File: src/rtl/inverse_cdf_fold_if.sv
// Fixed-point configuration package and the stream bundle between
// the Sobol source, the inverse-CDF fold stage and its consumer.
package fpga_cfg_pkg;
  localparam int FP_WIDTH = 32;
  localparam int FP_QFRAC = 16;
endpackage

interface inverse_cdf_fold_if #(
  parameter int WIDTH = fpga_cfg_pkg::FP_WIDTH,
  parameter int LANES = 4,
  parameter int TAG_W = 8
);
  logic                   valid_in;
  logic                   ready_out;
  logic [LANES*WIDTH-1:0] u;
  logic [TAG_W-1:0]       tag_in;
  logic                   valid_out;
  logic                   ready_in;
  logic [LANES*WIDTH-1:0] x;
  logic [LANES-1:0]       negate;
  logic [LANES-1:0]       range_err;
  logic [TAG_W-1:0]       tag_out;

  modport slave (
    input  valid_in, u, tag_in, ready_in,
    output ready_out, valid_out, x, negate,
    output range_err, tag_out
  );

  modport master (
    output valid_in, u, tag_in, ready_in,
    input  ready_out, valid_out, x, negate,
    input  range_err, tag_out
  );
endinterface

File: src/rtl/inverse_cdf_fold.sv
// Folds uniform samples about 1/2 for a symmetric inverse CDF,
// with a registered output plus one skid entry and a clamp counter.
module inverse_cdf_fold
  import fpga_cfg_pkg::*;
#(
  parameter int WIDTH = FP_WIDTH,
  parameter int QFRAC = FP_QFRAC,
  parameter int LANES = 4,
  parameter int TAG_W = 8,
  parameter int CNT_W = 16
) (
  input  logic               clk,
  input  logic               rst_n,
  inverse_cdf_fold_if.slave  s,
  input  logic               clr_cnt,
  output logic [CNT_W-1:0]   clamp_cnt
);

  localparam logic signed [WIDTH-1:0] EPS =
    {{(WIDTH-1){1'b0}}, 1'b1};
  localparam logic signed [WIDTH-1:0] ONE = EPS << QFRAC;
  localparam logic signed [WIDTH-1:0] HALF = ONE >> 1;
  localparam logic signed [WIDTH:0] ONE1 = {1'b0, ONE};
  localparam int PW = LANES*WIDTH + 2*LANES + TAG_W;

  logic [LANES*WIDTH-1:0] w_x;
  logic [LANES-1:0]       w_neg;
  logic [LANES-1:0]       w_rerr;
  logic [LANES-1:0]       w_clamp;
  logic [PW-1:0]          w_beat;
  logic                   w_in;
  logic [CNT_W:0]         w_sum;

  logic [PW-1:0]    r_out;
  logic [PW-1:0]    r_skid;
  logic             r_ovld;
  logic             r_svld;
  logic             r_rdy;
  logic [CNT_W-1:0] r_cnt;

  for (genvar g = 0; g < LANES; g++) begin : g_lane
    logic signed [WIDTH-1:0] w_u;
    logic                    w_le0;

    assign w_u = s.u[g*WIDTH +: WIDTH];
    assign w_le0 = w_u[WIDTH-1] || (w_u == '0);
    assign w_clamp[g] = w_le0 || (w_u >= ONE);
    assign w_neg[g] = !w_le0 && (w_u >= HALF);
    assign w_rerr[g] = w_u[WIDTH-1] || (w_u > ONE);
    // ONE-u done one bit wider so the sign of u cannot wrap it
    assign w_x[g*WIDTH +: WIDTH] =
      w_clamp[g]  ? EPS :
      (w_u < HALF) ? w_u :
      WIDTH'(ONE1 - {w_u[WIDTH-1], w_u});
  end

  assign w_beat = {w_x, w_neg, w_rerr, s.tag_in};
  assign w_in = s.valid_in && r_rdy;

  always_ff @(posedge clk or negedge rst_n) begin
    if (!rst_n) begin
      r_out  <= '0;
      r_skid <= '0;
      r_ovld <= 1'b0;
      r_svld <= 1'b0;
      r_rdy  <= 1'b0;
    end else begin
      r_rdy <= !r_svld || s.ready_in;
      if (r_svld) begin
        if (s.ready_in) begin
          r_out  <= r_skid;
          r_svld <= 1'b0;
        end
      end else if (!r_ovld || s.ready_in) begin
        r_ovld <= w_in;
        if (w_in) r_out <= w_beat;
      end else if (w_in) begin
        r_skid <= w_beat;
        r_svld <= 1'b1;
        r_rdy  <= 1'b0;
      end
    end
  end

  always_comb begin
    w_sum = {1'b0, r_cnt};
    for (int i = 0; i < LANES; i++)
      w_sum = w_sum + (CNT_W+1)'(w_clamp[i]);
  end

  always_ff @(posedge clk or negedge rst_n) begin
    if (!rst_n) begin
      r_cnt <= '0;
    end else if (clr_cnt) begin
      r_cnt <= '0;
    end else if (w_in) begin
      r_cnt <= w_sum[CNT_W] ? '1 : w_sum[CNT_W-1:0];
    end
  end

  assign s.valid_out = r_ovld;
  assign s.ready_out = r_rdy;
  assign {s.x, s.negate, s.range_err, s.tag_out} = r_out;
  assign clamp_cnt = r_cnt;

endmodule

File: src/flat_wrapper.sv
// flat-port wrapper written by rule: the top's interface ports become plain ports
module inverse_cdf_fold_flat import fpga_cfg_pkg::*;
#(
  parameter int WIDTH = FP_WIDTH,
  parameter int QFRAC = FP_QFRAC,
  parameter int LANES = 4,
  parameter int TAG_W = 8,
  parameter int CNT_W = 16
)
  (clk, rst_n, clr_cnt, clamp_cnt, s_valid_in, s_u, s_tag_in, s_ready_in, s_ready_out, s_valid_out, s_x, s_negate, s_range_err, s_tag_out);
  inverse_cdf_fold_if #(.WIDTH(WIDTH), .LANES(LANES), .TAG_W(TAG_W)) s_i ();
  input  logic clk;
  input  logic rst_n;
  input  logic clr_cnt;
  output logic [CNT_W-1:0] clamp_cnt;
  input wire logic [$bits(s_i.valid_in)-1:0] s_valid_in;
  input wire logic [$bits(s_i.u)-1:0] s_u;
  input wire logic [$bits(s_i.tag_in)-1:0] s_tag_in;
  input wire logic [$bits(s_i.ready_in)-1:0] s_ready_in;
  output wire logic [$bits(s_i.ready_out)-1:0] s_ready_out;
  output wire logic [$bits(s_i.valid_out)-1:0] s_valid_out;
  output wire logic [$bits(s_i.x)-1:0] s_x;
  output wire logic [$bits(s_i.negate)-1:0] s_negate;
  output wire logic [$bits(s_i.range_err)-1:0] s_range_err;
  output wire logic [$bits(s_i.tag_out)-1:0] s_tag_out;
  assign s_i.valid_in = s_valid_in;
  assign s_i.u = s_u;
  assign s_i.tag_in = s_tag_in;
  assign s_i.ready_in = s_ready_in;
  assign s_ready_out = s_i.ready_out;
  assign s_valid_out = s_i.valid_out;
  assign s_x = s_i.x;
  assign s_negate = s_i.negate;
  assign s_range_err = s_i.range_err;
  assign s_tag_out = s_i.tag_out;
  inverse_cdf_fold #(.WIDTH(WIDTH), .QFRAC(QFRAC), .LANES(LANES), .TAG_W(TAG_W), .CNT_W(CNT_W)) u_core (.clk(clk), .rst_n(rst_n), .s(s_i), .clr_cnt(clr_cnt), .clamp_cnt(clamp_cnt));
endmodule
File: config.mk
export PLATFORM = sky130hd
export DESIGN_NAME = inverse_cdf_fold_flat
export DESIGN_NICKNAME = d
export VERILOG_FILES = /design/src/rtl/inverse_cdf_fold_if.sv /design/src/rtl/inverse_cdf_fold.sv /design/src/flat_wrapper.sv
export SDC_FILE = /design/constraint.sdc
export NUM_CORES = 1
export LEC_CHECK = 0
export ABC_AREA = 1
export CELL_PAD_IN_SITES_DETAIL_PLACEMENT = 1
export CELL_PAD_IN_SITES_GLOBAL_PLACEMENT = 2
export CORE_MARGIN = 5
export CORE_UTILIZATION = 32
export CTS_CLUSTER_DIAMETER = 80
export DETAILED_ROUTE_END_ITERATION = 8
export PLACE_DENSITY_LB_ADDON = 0.1
export SLEW_MARGIN = 5
export SYNTH_ARGS = -nofsm -noshare
export SYNTH_HDL_FRONTEND = slang
export SYNTH_SLANG_ARGS = --single-unit
File: constraint.sdc
create_clock -name clk -period 4.47 [get_ports clk]
set_input_delay 0.894 -clock clk [delete_from_list [all_inputs] [get_ports clk]]
set_output_delay 0.894 -clock clk [all_outputs]
set_load 0.05 [all_outputs]
* Yosys cells after proc, flatten, opt, wreduce, memory -nomap -nowiden
Cells that the tools add are included. Widths: inputs -> output; s select.
Word-level totals: logic and storage cells 90, output and inout bits 162, input bits 141, flip-flop bits (word level) 307
Operators by class: reduce and logical (&&, ||, !) cells 35, bitwise gates (word level) 2, equality and inequality tests 1, $lt $le $gt $ge 16, multiplexer cells 22, add/sub/neg operators 8
Operators by type and width (number):
- $mux 144 | 4
- $mux 32 | 8
- $ge 32x17->1 const B | 4
- $ge 32x18->1 const B | 4
- $gt 32x18->1 const B | 4
- $logic_not 32->1 | 4
- $lt 32x17->1 const B | 4
- $sub 18x32->32 const A | 4
- $add 17x1->17 | 3
- $mux 16 | 3
- $add 16x1->17 | 1
- $logic_or 1x1->1 | 14
- $mux 1 | 7
- $logic_not 1->1 | 6
- $reduce_and 3->1 | 2
- $reduce_bool 2->1 | 3
- $logic_and 1x1->1 | 5
- $ne 2x2->1 const B | 1
- $not 1->1 | 2
- $reduce_and 2->1 | 1

* Depth between registers and ports, before layout
word-level depth 10, depth in mapped cells 25, mapped depth without buffers 24

* Worst setup path before layout
Ideal clock, no wire load.
path type input to register, start input s_u[33], end register u_core.r_cnt[5], in the netlist u_core.clamp_cnt[5], data arrival time 4.660 ns, cell stages on the path 22, buffers on the path 2, setup time 0.083 ns, path slack -0.273 ns, data required time 4.387 ns, path through inv_1 ha_1 nand3_2 nor2_2 nand2_2 o21ai_0 ha_1 nor3_4 buf_4 fa_1 fa_1 inv_1 fa_1 nand3_1 nor3_1 nand2_1 nor2_2 nand2_2 inv_2 buf_4 o21ai_0 o21ai_0
Between the ends: longest elaborated chain between the ends 9, elaborated cells on any way between the ends 10, classes of those cells 3 x add/sub; 1 x order compare; 3 x mux; 3 x reduce/logical
Ends and longest elaborated chain:
- from (decl) | line flat_wrapper.sv:17 | input wire logic [$bits(s_i.u)-1:0] s_u;
- parallel branches: the longest is 2 deep, another holds $ge 32x18->1
- $logic_or 1x1->1 (*) | line inverse_cdf_fold.sv:47 | assign w_clamp[g] = w_le0 || (w_u >= ONE);
- $add 17x1->17 (*) (3 in a row) | line inverse_cdf_fold.sv:88 | w_sum = w_sum + (CNT_W+1)'(w_clamp[i]);
- $mux 16 (*) | line inverse_cdf_fold.sv:97 | r_cnt <= w_sum[CNT_W] ? '1 : w_sum[CNT_W-1:0];
- $mux 16 (*) | line inverse_cdf_fold.sv:96 | end else if (w_in) begin
- $mux 16 (*) | line inverse_cdf_fold.sv:94 | end else if (clr_cnt) begin
- to (signal assigned) | line inverse_cdf_fold.sv:97
- to (decl) | line inverse_cdf_fold.sv:39 | logic [CNT_W-1:0] r_cnt;
Every way passes the cells marked *. The select of a mux whose other input is x is not followed. A chain may end at the register's enable or synchronous reset.

* Worst setup path after layout
start input s_u[59], end register u_core.r_cnt[0], in the netlist u_core.clamp_cnt[0]
The elaborated chain is that of the path after synthesis.

==> run summary <==
Vias in the first global route: 20,700
N_diodes: 0
Routability congestion estimate: 0.903
Synth area leaders: dfrtp_1 (42%), nand2_1 (21%), nor2_1 (9.1%), nand3_1 (6.9%), o21ai_0 (4.5%)
Total power: 13.9 mW
Worst Skew: 0.0142 ns
Post-synth top area cell: dfrtp_1
Crit path launch type: primary input
Number of nets with antenna violations after routing: 0
Maximum number of pins on one net before global-route repair: 176
Vias: 19,400
CP Class: in -> reg
Layout filler cell count: 7,238
Most common flop cell mapped by yosys: dfrtp_1
Worst reg2reg startpoint: u_core.r_svld
Cell with the most instances after synthesis: nand2_1
Grt ovf: 0
Die span in x: 250 um
CORE AREA: 0.0566 mm2
Cells after Synth: 2,745
Port Buffer Count: 302
Max FO, Critical Path: 6
Yosys reg bits: 307
Status: complete, no violations
GRT Total Usage: 22.0%
Power density cells: 559 mW/mm2
Final Critical Period: 4.30 ns
CTS tree: built
Worst vdd ir: 0.000345 V
Detailed-route vias per instance: 4.90
Top cells by count, synth: nand2_1 (1,005), nor2_1 (447), dfrtp_1 (307)
Synth unique cells: 43
Hold Fails Final Rpt: 0
Routed Wire Length: 69.8 mm
Initial DRT Pass Iterations: 5
Die area: 0.0623 mm2
Htree depth: 2
Top-area cell type share of the netlist area: 41.8%
Final nets: 3,331
Critical Path Source: s_u[59]
Initial antenna violation count: 3
CP Capture Point: u_core.clamp_cnt[0]
Clock sinks: 307
R2r setup slk: 1.68 ns
R2R Path End: u_core.r_skid[97]
Finish-stage setup viols: 0
Final period util: 96.2%
DR WL/cell: 17.6 um
Cell Area, Placed: 0.0234 mm2
Initial Utilization: 32.5%
First-pass GRT wire length: 113 mm
Worst setup EP type: flip-flop
Mapped Avg Cell Area: 6.69 um2
Syn Nets: 2,898
Slew @ Worst Pin: 0.980 ns
Synthesized area: 0.0184 mm2
Number of enable flip-flop cells after synthesis: 0
Slew Viols, Final: 0
Hpwl dp: 51.9 mm
Clock buffers created by TritonCTS: 39
Hold crit path type: in -> async
Post-route cell area: 0.0248 mm2
Worst-path clk slew: 0.06 ns
Max clock buf depth: 3
Post-synthesis sequential area ratio: 41.8%
Clock insertion delay at the later pin of the skew report: 0.56 ns
Fmax: 233 MHz
Max cap viols: 0
Ys async rst share: 100%
Slew headroom: 34.4%
Die span in y: 250 um
Num rows: 87
Worst EP required: 4.95 ns
Leak: 12.5 nW
Layout cell share with drive strength beyond 1: 11.6%
CP Data Arrival Time: 4.78 ns
Detailed-route DRC error count: 0
Synth-to-layout area growth: 35.2%
Root Driver: clkbuf_16
IO Count: 303
Synth Warn #: 0
Hold WS: 0.305 ns
Detailed router's first-iteration violation count: 833
FF-to-FF path depth: 6
[cell usage in the layout (no fill, tap or decap), types with 10 or more instances in the layout]
master,count
inv_1,153
nand4_1,36
o21bai_1,18
inv_2,11
a21oi_1,21
clkbuf_16,41
clkbuf_8,10
xor2_1,12
dfrtp_1,306
a21o_1,10
buf_4,215
nor2_2,23
clkdlybuf4s50_1,299
o21ai_0,163
nand2_1,1001
o21ai_1,78
nor2_1,432
nand3_1,247
[sequential cells by signal, summed over array words and instances, names as in the netlist]
signal	count
u_core.s.valid_out	1
u_core.s.ready_out	1
u_core.clamp_cnt	16
u_core.r_skid	144
u_core.r_svld	1
u_core.r_out	144
[critical path, cell delays in order]
cell	delay (ns)
clkdlybuf4s50_1	0.45
nor2_1	0.17
nand2_2	0.09
nor2_4	0.14
nand2_1	0.09
o21ai_2	0.17
ha_4	0.23
nor3_4	0.23
buf_12	0.15
fa_1	0.44
fa_2	0.35
inv_2	0.07
fa_2	0.21
nand3_2	0.10
nor3_4	0.24
nand2_2	0.12
nor2_4	0.14
nand2_4	0.11
buf_4	0.16
nand2_1	0.04
nand2_1	0.04
o21ai_1	0.11
[repair_timing]
item / in CTS / in global routing
cloned: 1 / 0
hold buffers: 0 / 0
setup endpoints to repair: 12 / 16
buffers inserted: 1 / 3
pin swaps: 4 / 13
gates resized for setup: 3 / 35
[cell type report]
type                    instances  area (um2)  share of cell area [%]
repair buffers                523        4770                    19.2
multi-input cells            2136        9520                    38.3
repair inverters                1        7.51                  0.0302
clock inverters                 5        55.1                   0.222
well taps                     756         946                    3.81
clock buffers                  60        1200                    4.82
flip-flops and latches        307        7680                    30.9
inverters                     170         668                    2.69
[cells by family (layout without fill, tap and decap cells)]
family                     count (synthesis)  in the layout  synth area share (%)
AOI/OAI and AO/OA                        315            315                  9.25
xor gates and xnor gates                  13             13                 0.620
buffers and inverters                    302            759                  7.36
DFF                                      307            307                  41.8
and+or+nand+nor                         1796           1796                  40.0
adders and majority gates                 12             12                 0.940
[how the worst min path moves through the flow]
stage	from	end	slack, ns	cells past startpoint
2_1_floorplan	u_core.r_skid[0]	u_core.r_skid[0]	0.44	2
3_3_place_gp	u_core.r_skid[1]	u_core.r_skid[1]	0.45	2
3_5_place_dp	u_core.r_skid[2]	u_core.r_skid[2]	0.46	2
4_1_cts	rst_n	u_core.r_out[32]	0.33	1
5_1_grt	rst_n	u_core.r_out[32]	0.35	1
6_report	rst_n	u_core.r_out[32]	0.31	1
[per-layer routing]
metal / wire length, um / up-vias / GRT usage (%)
met5: 42 / - / 0
met4: 1570 / 6 / 5.21
met3: 2820 / 88 / 4.02
met2: 34300 / 306 / 38.1
met1: 31100 / 9400 / 28.6
li1: - / 9592 / -
[through the flow]
stage	TNS (ns)	utilization [%]	worst slack, ns	cells
final	0	43.9	0.172	3958
after floorplan	0	-	0.00538	2745
after CTS	0	43.6	0.0263	3955
after global routing	-0.0205	43.9	-0.0155	3958
after global placement	-6.95	41.4	-0.490	3888
after detailed placement	-9.59	41.4	-0.666	3888
[power breakdown]
group / internal [mW] / switching, mW
Combinational: 1.99 / 4.19
Sequential: 3.88 / 0.707
Clock: 1.89 / 1.25
Note: power is estimated with default switching activity, not from simulation.
==> RTL edit 1: new RTL, same flow settings <==
`LANES` is set to 4 in 3 places; all go to 5.
--- a/src/rtl/inverse_cdf_fold_if.sv
+++ b/src/rtl/inverse_cdf_fold_if.sv
@@ -9,3 +9,3 @@
   parameter int WIDTH = fpga_cfg_pkg::FP_WIDTH,
-  parameter int LANES = 4,
+  parameter int LANES = 5,
   parameter int TAG_W = 8
--- a/src/rtl/inverse_cdf_fold.sv
+++ b/src/rtl/inverse_cdf_fold.sv
@@ -7,3 +7,3 @@
   parameter int QFRAC = FP_QFRAC,
-  parameter int LANES = 4,
+  parameter int LANES = 5,
   parameter int TAG_W = 8,
--- a/src/flat_wrapper.sv
+++ b/src/flat_wrapper.sv
@@ -5,3 +5,3 @@
   parameter int QFRAC = FP_QFRAC,
-  parameter int LANES = 4,
+  parameter int LANES = 5,
   parameter int TAG_W = 8,
Ports: changed (resized s_negate, s_range_err, s_u and s_x); port bits go from 303 to 369. The function was not compared with the original's and may differ.
==> RTL edit 1 against the original RTL <==
Routed wire length grew 28%; combinational power grew 26%; area after synthesis grew 24%; setup slack lost 0.093 ns; power grew 25%; via count grew 25%; fmax shrank 2.1%; non-clock buffer count grew 115; critical path depth shrank 1; cell area grew 24%; sequential cell count grew 68; clock skew grew 0.012 ns; critical endpoint is now u_core.clamp_cnt[13]; largest power group unchanged; highest routed layer unchanged.
==> RTL edit 1: results (changes against the original RTL) <==
| Metric | Value |
|---|---|
| Seq/Total Area, Yosys | `41.2% (-0.57 points)` |
| GRT Util Overall | `22.4% (+0.44 points)` |
| Hold slack | `0.252 ns (-0.0536 ns)` |
| Max transition margin | `23.1% (-11 points)` |
| First-pass GRT wire length | `141000 um (+25%)` |
| DP HPWL | `65900 um (+27%)` |
| Final net count | `4118 (+24%)` |
| Setup Skew | `0.0257 ns (+0.0115 ns)` |
| Vias in the first global route | `25800 (+25%)` |
| Family with the most delay on the worst path | `adder cells` |
| Leakage | `15.7 nW (+25%)` |
| IO buf count | `368 (+22%)` |
| Status | `finished, final reports clean` |
| Peak VDD IR | `0.293 mV (-15%)` |
| Clock latency on the worst-skew pair | `0.60 ns (+0.04 ns)` |
| Antenna violations before repair | `8 (+5)` |
| Fill cells | `8837 (+22%)` |
| Routed WL | `89200 um (+28%)` |
| Net Sw Frac | `44.8% (+0.57 points)` |
| Starting DRT DRC Count | `1248 (+50%)` |
| Synth Register Bits | `375 (+22%)` |
| Largest net degree at the start of global routing | `257 (+46%)` |
| Post-synth top cells | `nand2_1 (1244), nor2_1 (572), dfrtp_1 (375)` |
| CP arrival | `4.84 ns (+0.06 ns)` |
| Net count after synthesis | `3597 (+24%)` |
| Top cells by area, synth | `dfrtp_1 (41%), nand2_1 (21%), nor2_1 (9.4%), nand3_1 (7.0%), o21ai_0 (4.0%)` |
| Drt via density | `4.93 (+0.70%)` |
| Final RePlAce weighted congestion | `0.910 (+0.84%)` |
| CP Max Fanout | `5 (-1)` |
| Fraction of layout cells with a size suffix above 1 | `12.6% (+0.95 points)` |
RTL edit 1: cell families (layout without fill, tap and decap cells):
family | after synthesis | in the layout | share of synthesized area (%)
fa+ha+maj | 17 | 17 | 1.03
compound gates | 378 | 378 | 9.13
buf+inv | 382 | 938 | 7.61
xor+xnor | 13 | 13 | 0.500
other cells | 0 | 3 | 0
flops | 375 | 375 | 41.2
simple gates | 2242 | 2242 | 40.5
RTL edit 1: what timing repair did:
action,in CTS,in global routing
endpoints found under the setup margin,16,16
cloned,0,0
buffers inserted,0,11
pin swaps,0,22
hold buffers,0,0
gates resized for setup,11,79
RTL edit 1: worst reg2reg max path: stages, from the launching register on:
cell	delay, ns
dfrtp_2	0.94
inv_8	0.34
nand2_1	0.26
nor2_4	0.07
inv_8	0.43
buf_12	0.40
o21ai_0	0.22
RTL edit 1: how the worst max path moves through the flow:
| stage | start | slack, ns | to |
|---|---|---|---|
| floorplan | s_u[33] | -0.01 | u_core.clamp_cnt[0] |
| global placement | s_u[57] | -0.70 | u_core.clamp_cnt[7] |
| detailed placement | s_u[56] | -0.81 | u_core.clamp_cnt[7] |
| CTS | s_u[117] | -0.01 | u_core.clamp_cnt[7] |
| global route | s_u[118] | -0.04 | u_core.clamp_cnt[7] |
| finish | s_u[18] | 0.08 | u_core.clamp_cnt[13] |
RTL edit 1: area by class of cell:
type,instances,area [sq um],area share [%]
Multi-Input combinational cell,2650,12000,38.7
Clock inverter,17,170,0.552
Sequential cell,375,9390,30.4
Antenna cell,3,7.51,0.0243
Inverter,212,828,2.69
Timing Repair Buffer,638,5890,19.1
Clock buffer,71,1440,4.67
Tap cell,940,1180,3.81
RTL edit 1: per-stage QoR:
stage | setup slack (ns) | total power, mW | util (%) | std cells | TNS [ns]
floorplan | -0.0105 | 10.5 | - | 3407 | -0.0506
global placement | -0.699 | 13.2 | 41.1 | 4804 | -9.96
detailed placement | -0.809 | 13.5 | 41.1 | 4804 | -11.66
CTS | -0.0119 | 17.7 | 43.4 | 4892 | -0.0119
global route | -0.0374 | 18.6 | 43.9 | 4906 | -0.106
finish | 0.0791 | 17.4 | 43.9 | 4906 | 0
RTL edit 1: power groups by stage:
stage | Combinational (mW) | Clock, mW | Sequential (mW)
detailed placement | 7.82 | 0 | 5.71
CTS | 7.87 | 4.12 | 5.68
finish | 7.77 | 3.99 | 5.66
floorplan | 2.88 | 0 | 7.59
global placement | 7.60 | 0 | 5.64
global route | 8.48 | 4.25 | 5.83
RTL edit 1: per-layer routing:
layer / track usage, % / part of all wire [%]
met4: 5.34 / 2.2
met2: 40.9 / 51
met1: 27.6 / 43
met3: 3.97 / 3.8
met5: 0 / 0.061
==> RTL edit 2: new RTL, same settings <==
Without the edit above. Make the reset (`rst_n`) synchronous in 2 clocked blocks.
--- a/src/rtl/inverse_cdf_fold.sv
+++ b/src/rtl/inverse_cdf_fold.sv
@@ -59,3 +59,3 @@
 
-  always_ff @(posedge clk or negedge rst_n) begin
+  always_ff @(posedge clk) begin
     if (!rst_n) begin
@@ -90,3 +90,3 @@
 
-  always_ff @(posedge clk or negedge rst_n) begin
+  always_ff @(posedge clk) begin
     if (!rst_n) begin
Behaviour: differs if rst_n is asserted again (counterexample within 4 cycles, from zero or initial values and one cycle with rst_n low); with rst_n held inactive, the same outputs for 4 cycles.
==> RTL edit 2 against the original RTL <==
Utilization up 0.41 points; clock skew increased by 0.0055 ns; synthesized cell count shrank 3.0%; sequential cell count stayed put; non-clock buffer count is 11 lower; routed wire length increased by 0.98%; setup slack worse by 0.054 ns; sequential share of layout area is 4.5 points lower; area after synthesis is 7.7% lower; cell area fell by 6.3%.
Power is not compared: it rests on default switching activity, and its combinational part moved more than twofold at a synthesized area within 25%.
==> RTL edit 2: results (changes against the original RTL) <==
| Metric | Value |
|---|---|
| Status | `finished, final reports clean` |
| Flop2flop setup slack | `1.43 ns (-0.25 ns)` |
| Cell Area, Placed | `21800 sq um (-7.1%)` |
| Compound-Gate Fraction of Synth Area | `20.6% (+11 points)` |
| DP HPWL | `49400 um (-4.8%)` |
| Xor and xnor area share after synthesis | `0.775% (+0.16 points)` |
| CP endpoint | `u_core.clamp_cnt[13]` |
| Final net count | `3209 (-3.7%)` |
| Setup Skew | `0.0197 ns (+0.00550 ns)` |
| Yosys cell types | `46 (+7.0%)` |
| FFs w/ async S/R, synth | `0% (-100 points)` |
| Drt via density | `5.17 (+5.6%)` |
| Antenna violations before repair | `1 (-2)` |
| CP Max Fanout | `5 (-1)` |
| Routed WL | `70500 um (+0.98%)` |
| Largest net degree at the start of global routing | `270 (+53%)` |
| CP arrival | `4.85 ns (+0.07 ns)` |
| Slew @ Worst Pin | `1.18 ns (+0.197 ns)` |
| Avg Inst Size Synth | `6.36 sq um (-4.9%)` |
| Routed WL per cell | `18.7 um (+5.9%)` |
| Final min period | `4.35 ns (+0.0545 ns)` |
| Fraction of layout cells with a size suffix above 1 | `12.5% (+0.86 points)` |
| DP Cell Count | `3696 (-4.9%)` |
| Top cells by area, synth | `dfxtp_1 (36%), nand2_1 (13%), a21oi_1 (9.6%), nor2_1 (9.0%), o21ai_0 (7.8%)` |
| TritonCTS buffer count | `40 (+2.6%)` |
| Worst flop-to-flop path startpoint | `u_core.r_svld` |
| Synth Area in Adders | `1.02% (+0.079 points)` |
| GRT Util Overall | `23.5% (+1.6 points)` |
| Worst path max stage delay | `0.58 ns (+0.13 ns)` |
| Type of the worst min-delay path | `reg -> reg` |
| Starting DRT DRC Count | `865 (+3.8%)` |
| Seq/Total Area, Yosys | `36.3% (-5.6 points)` |
| Crit path launch | `s_u[48]` |
| Vias in the first global route | `20200 (-2.3%)` |
| Final RePlAce weighted congestion | `0.857 (-5.0%)` |
==> RTL edit 2: logic make-up after synthesis <==
family                     after synthesis
and+or+nand+nor                       1341
DFF                                    307
xor gates and xnor gates                15
buffers and inverters                  326
AOI/OAI and AO/OA                      663
adders and majority gates               12
==> RTL edit 2: area by class of cell <==
type                            count  area [sq um]
Clock buffer                       57          1150
Tap cell                          688           861
Sequential cell                   307          6150
Fill cell                        6774         29300
Timing Repair Buffer              512          4640
Multi-Input combinational cell   2032          9710
Inverter                          163           627
Clock inverter                     15           144
==> RTL edit 2: where the power goes <==
group	internal, mW	switching [mW]
sequential	2.82	0.0589
clock	1.91	1.30
combinational	0.497	0.841
total	5.22	2.20
==> RTL edit 2: how the worst min path moves through the flow <==
stage	end	slack (ns)	cells past startpoint
6_report	u_core.r_out[85]	0.46	2
5_1_grt	u_core.r_out[88]	0.48	2
4_1_cts	u_core.r_out[119]	0.47	2
3_5_place_dp	u_core.r_out[119]	0.46	2
3_3_place_gp	u_core.r_skid[7]	0.45	2
2_1_floorplan	u_core.r_skid[2]	0.44	2
==> RTL edit 2: routing by layer <==
layer / up-vias / GRT usage [%] / wire length [um]
li1: 9628 / - / -
met1: 9433 / 31.7 / 32400
met2: 360 / 39.4 / 32900
met3: 94 / 3.81 / 3470
met4: 2 / 6.22 / 1750
met5: - / 0 / 12
==> RTL edit 2: repair_timing <==
action	in CTS	in global routing
gates resized for setup	0	53
buffers inserted	0	5
setup endpoints to repair	0	16
==> RTL edit 2: worst max-delay path, delay by kind of cell <==
kind | cells | cell delay [ns]
AND/OR/NAND/NOR | 11 | 1.43
adder cells (fa/ha/maj) | 4 | 1.28
buffers and inverters | 5 | 0.94
AO/OA/AOI/OAI | 2 | 0.26
